`src/rtl/mantissa_alu_seq.sv`:
```
// Clocked sign-magnitude mantissa ALU: one-cycle ADD/SUB, radix-2 shift-add MUL, start/busy/done handshake.
// Optional early MUL termination when the remaining multiplier bits are zero: define MANTISSA_ALU_EARLY_TERM_EN.
module mantissa_alu_seq #(
    parameter int WIDTH = 27,
    parameter int CNT_W = $clog2(WIDTH + 1)
) (
    input  logic               clk,
    input  logic               rst,
    input  logic               start,
    input  logic [1:0]         operation,
    input  logic [WIDTH-1:0]   input_a,
    input  logic               sign_a,
    input  logic [WIDTH-1:0]   input_b,
    input  logic               sign_b,
    output logic               busy,
    output logic               done,
    output logic [2*WIDTH-1:0] result,
    output logic               sign_result,
    output logic               carry
);

    typedef enum logic [1:0] {
        IDLE   = 2'd0,
        ADDSUB = 2'd1,
        MUL    = 2'd2,
        DONE   = 2'd3
    } state_t;

    state_t state, state_next;

    logic [WIDTH-1:0]   a_q;
    logic [WIDTH-1:0]   b_q;        // also the MUL multiplier, shifted right each iteration
    logic               sa_q;
    logic               sb_q;       // effective sign of B (SUB already folded in)
    logic               smul_q;
    logic [2*WIDTH-1:0] mcand_q;
    logic [2*WIDTH-1:0] acc_q;
    logic [CNT_W-1:0]   cnt_q;

    logic [WIDTH:0] ext_a, ext_b;
    logic [WIDTH:0] as_mag;
    logic           as_sign;
    logic           as_carry;
    logic           mul_stop;

    assign ext_a = {1'b0, a_q};
    assign ext_b = {1'b0, b_q};

    // Magnitude add/subtract; the larger magnitude always minuend so the result stays non-negative.
    always_comb begin
        // NOTE: every output of a combinational block gets a default first, otherwise a latch is inferred.
        as_mag   = '0;
        as_sign  = 1'b0;
        as_carry = 1'b0;
        if (sa_q == sb_q) begin
            as_mag   = ext_a + ext_b;
            as_sign  = sa_q;
            as_carry = as_mag[WIDTH];
        end else if (a_q > b_q) begin
            as_mag  = ext_a - ext_b;
            as_sign = sa_q;
        end else if (a_q < b_q) begin
            as_mag  = ext_b - ext_a;
            as_sign = sb_q;
        end
    end

`ifdef MANTISSA_ALU_EARLY_TERM_EN
    assign mul_stop = (cnt_q == CNT_W'(WIDTH)) || (b_q == '0);
`else
    assign mul_stop = (cnt_q == CNT_W'(WIDTH));
`endif

    always_comb begin
        state_next = state;
        case (state)
            IDLE:    if (start) state_next = (operation == 2'b10) ? MUL : ADDSUB;
            ADDSUB:  state_next = DONE;
            MUL:     if (mul_stop) state_next = DONE;
            DONE:    state_next = IDLE;
            default: state_next = IDLE;
        endcase
    end

    // NOTE: sequential state uses non-blocking assignments so every register samples pre-edge values.
    always_ff @(posedge clk or posedge rst) begin
        if (rst) state <= IDLE;
        else     state <= state_next;
    end

    assign busy = (state == ADDSUB) || (state == MUL);
    assign done = (state == DONE);

    // NOTE: operand and output registers are few and small, so all of them get the async reset.
    always_ff @(posedge clk or posedge rst) begin
        if (rst) begin
            a_q         <= '0;
            b_q         <= '0;
            sa_q        <= 1'b0;
            sb_q        <= 1'b0;
            smul_q      <= 1'b0;
            mcand_q     <= '0;
            acc_q       <= '0;
            cnt_q       <= '0;
            result      <= '0;
            sign_result <= 1'b0;
            carry       <= 1'b0;
        end else begin
            case (state)
                IDLE: begin
                    if (start) begin
                        a_q     <= input_a;
                        b_q     <= input_b;
                        sa_q    <= sign_a;
                        sb_q    <= sign_b ^ (operation == 2'b01);
                        smul_q  <= sign_a ^ sign_b;
                        mcand_q <= {{WIDTH{1'b0}}, input_a};
                        acc_q   <= '0;
                        cnt_q   <= '0;
                    end
                end
                ADDSUB: begin
                    result      <= {{(WIDTH-1){1'b0}}, as_mag};
                    sign_result <= as_sign;
                    carry       <= as_carry;
                end
                MUL: begin
                    if (mul_stop) begin
                        result      <= acc_q;
                        sign_result <= smul_q;
                        carry       <= 1'b0;
                    end else begin
                        if (b_q[0]) acc_q <= acc_q + mcand_q;
                        mcand_q <= mcand_q << 1;
                        b_q     <= b_q >> 1;
                        cnt_q   <= cnt_q + CNT_W'(1);
                    end
                end
                default: ;
            endcase
        end
    end

endmodule
```
`config.mk`:
```
export PLATFORM = sky130hd
export DESIGN_NAME = mantissa_alu_seq
export DESIGN_NICKNAME = d
export VERILOG_FILES = /design/src/rtl/mantissa_alu_seq.sv
export SDC_FILE = /design/constraint.sdc
export NUM_CORES = 1
export LEC_CHECK = 0
export ABC_AREA = 1
export BUFFER_PORTS_ARGS = -buffer_cell sky130_fd_sc_hd__buf_2
export CELL_PAD_IN_SITES_DETAIL_PLACEMENT = 0
export CELL_PAD_IN_SITES_GLOBAL_PLACEMENT = 2
export CORE_MARGIN = 3
export CORE_UTILIZATION = 37
export CTS_CLUSTER_DIAMETER = 100
export DETAILED_ROUTE_END_ITERATION = 12
export GPL_ROUTABILITY_DRIVEN = 1
export MAX_ROUTING_LAYER = met4
export PLACE_DENSITY = 0.85
export SYNTH_ARGS = -nofsm -noshare
export SYNTH_HDL_FRONTEND = slang
export SYNTH_SLANG_ARGS = --single-unit
```
`constraint.sdc`:
```
create_clock -name clk -period 18.2 [get_ports clk]
set_input_delay 2.73 -clock clk [delete_from_list [all_inputs] [get_ports clk]]
set_output_delay 2.73 -clock clk [all_outputs]
set_load 0.02 [all_outputs]
```
==> run_results.csv <==
group,metric,value,unit
status,status,"completed",
logic_synthesis,synth_top_cell_area_share,29.7,%
cts,clk_pin_slew,0.06,ns
placed_design,port_buffers,118,
die,pin_count,119,
logic_synthesis,yosysMostFrequentCell,"nand2_1",
die,die_h,234,microns
placed_design,place_ws,13.08,ns
route,antenna_left,0,
cts,insertion_delay,0.55,ns
route,first_pass_iters,5,
setup_path,worstPathArrival,4.93,ns
layout,drive_gt1_share,6.86,%
logic_synthesis,synth_compound_area_share,16.3,%
logic_synthesis,yosysTopAreaCell,"dfrtp_1",
timing,setup_tns,0,ns
setup_path,r2r_cells,14,
logic_synthesis,synth_top_family_by_area,"simple AND/OR/NAND/NOR gates",
worst_hold_path,hold_path_class,"flop to flop",
setup_path,startpoint_type,"primary input",
placed_design,post_dp_cell_area,0.0203,sq mm
logic_synthesis,synth_ff_type,"dfrtp_1",
timing,fin_crit,4.48,ns
logic_synthesis,synth-edff-count,0,
grt,grt_pass1_wl,112,mm
worst_hold_path,hold_path_end,"result[27]",
grt,grt_usage,27.6,%
grt,grt_overflow,0,
die,core_area,0.0508,sq mm
timing,hold_violations,0,
placed_design,gp_congestion,0.973,
cts,cts_buffers,27,
logic_synthesis,syn-instance-count,3018,
timing,report.final.slew_viol_count,0,
logic_synthesis,yosysWarnings,0,
setup_path,path_class,"primary input to flop",
timing,final-setup-viol-count,0,
logic_synthesis,synthDistinctLibCells,50,
placed_design,hpwlAfterDp,59.9,mm
job,cap_violations,0,
timing,rsz0062_at_grt,"false",
cts,postCtsHoldBufs,0,
grt,grt_pass1_vias,18300,
die,die_w,234,microns
logic_synthesis,synth_adder_area_share,9.46,%
route,vias,19800,
logic_synthesis,syn_area_per_cell,6.38,sq um
setup_path,crit_fanout,97,
layout,layout.nets,3287,
route,wirelength,74.2,mm
logic_synthesis,syn-num-nets,3222,
route,avgViaCountPerCell,5.24,
logic_synthesis,ys_ff_latch,228,
cts,htree_num_levels,1,
timing,fin_worst_skew,0.0160,ns
die,design.die.area,0.0548,sq mm
worst_hold_path,holdPathStages,2,
timing,finalCritPeriodShare,24.6,%
cts,clk_path_buf_depth,3,
route,wl_per_cell,19.7,microns
route,drc_errors,0,
setup_path,rrSetupSlack,14.84,ns
layout,syn_to_final_growth,10.3,%
setup_path,reg2reg_to,"result[22]",
cts,post_cts_buffers,0,
timing,max_freq,0.223,GHz
layout,stdcell_area,0.0212,sq mm
layout,fill_cells,5624,
logic_synthesis,synthTopCellsByArea,"dfrtp_1 30%, nand2_1 18%, inv_1 9.2%",
grt,antenna_found_initial,1,
cts,cts_sinks,228,
cts,cts_resized,0,
logic_synthesis,synth_xor_area_share,1.82,%
cts,cts-root-buf,"clkbuf_16",
timing,max_slew_margin,29.2,%
die,rows,82,
logic_synthesis,synthMuxAreaShare,0,%
logic_synthesis,synth-simple-area-share,30.9,%
die,initial_core_util,37.9,%
setup_path,endpoint_kind,"flop",
grt,grt_max_degree,111,
layout,utilization,41.8,%
setup_path,reg2reg_from,"a_q[23]",
logic_synthesis,syn-cell-area,0.0192,sq mm
layout,seqCellArea,0.00571,sq mm
logic_synthesis,synthTopCellsByCount,"941 x nand2_1, 471 x inv_1, 266 x nor2_1, 228 x dfrtp_1, 221 x o21ai_0",
logic_synthesis,async_flop_share,100,%
layout,multi_input_area,0.0113,sq mm
timing,worstMarginPinSlew,1.06,ns
timing,worst_slack,13.72,ns
route,first_iter_violations,2064,
cts,tritoncts,"yes",
logic_synthesis,ys_seq_area_share,29.7,%
worst_hold_path,min_from,"result[27]",
layout,diodes,0,
setup_path,worstPathRequired,18.65,ns
-- flip-flops by register name, indices dropped and copies added, names as in the netlist --
name	count
sign_result	1
acc_q	54
cnt_q	5
smul_q	1
sb_q	1
a_q	27
mcand_q	54
carry	1
result	54
sa_q	1
state	2
b_q	27
-- layout by cell type, fill, tap and decap left out, types with 7 or more instances in the layout --
cell type  count
nand3_1      157
buf_4         12
clkbuf_16     27
ha_1         138
o21ai_1       13
nand2_2        9
o22ai_1       47
a21oi_1      200
nand4_1       30
xor2_1        35
inv_2          7
nand2_1      940
clkbuf_1       8
o21bai_1      11
buf_2        118
nor3_1        25
inv_1        467
a31oi_1       30
o211ai_1      29
nor2_1       266
dfrtp_1      228
o21ai_0      221
-- layer usage --
| metal | vias to the layer above | GRT usage, % | part of all wire, % |
|---|---|---|---|
| met1 | 9375 | 43.1 | 51 |
| met2 | 642 | 38.1 | 40 |
| met3 | 53 | 4.02 | 7.0 |
| li1 | 9734 | - | - |
| met5 | - | - | 0 |
| met4 | 0 | 3.52 | 1.2 |
-- cell families (layout without fill, tap and decap cells) --
group,after synthesis,count (layout)
buf+inv,574,660
fa+ha+maj,143,143
flops,228,228
xor+xnor,40,40
compound gates,574,574
simple gates,1459,1459
-- worst max path at each step --
| stage | startpoint | endpoint | cells after the start |
|---|---|---|---|
| final | start | b_q[21] | 8 |
| after global routing | rst | acc_q[8] | 4 |
| after CTS | rst | acc_q[8] | 4 |
| after detailed placement | rst | acc_q[8] | 4 |
| after global placement | rst | acc_q[8] | 4 |
| after floorplan | rst | a_q[0] | 1 |
-- stage by stage --
stage | std cells | hold slack (ns)
after floorplan | 3018 | 0.453
after global placement | 3726 | 0.463
after detailed placement | 3726 | 0.463
after CTS | 3776 | 0.479
after global routing | 3776 | 0.507
final | 3776 | 0.479
-- layout make-up --
| type | instances | share of cell area, % |
|---|---|---|
| clock buffers | 40 | 3.65 |
| clock inverters | 10 | 0.560 |
| inverters | 480 | 8.56 |
| multi-input cells | 2216 | 53.2 |
| flip-flops and latches | 228 | 26.9 |
| well taps | 672 | 3.96 |
| repair buffers | 130 | 3.21 |
-- worst max-delay path, stage by stage --
cell and delay [ns]:
buf_2 0.10, nor2_1 0.06, a21oi_1 0.11, nand2_1 0.29
inv_4 0.42, buf_4 0.82, o211ai_1 0.18, o21ai_0 0.15
Power is not shown: default switching activity piles up to over one toggle a cycle in this logic, so the estimate is an artifact.
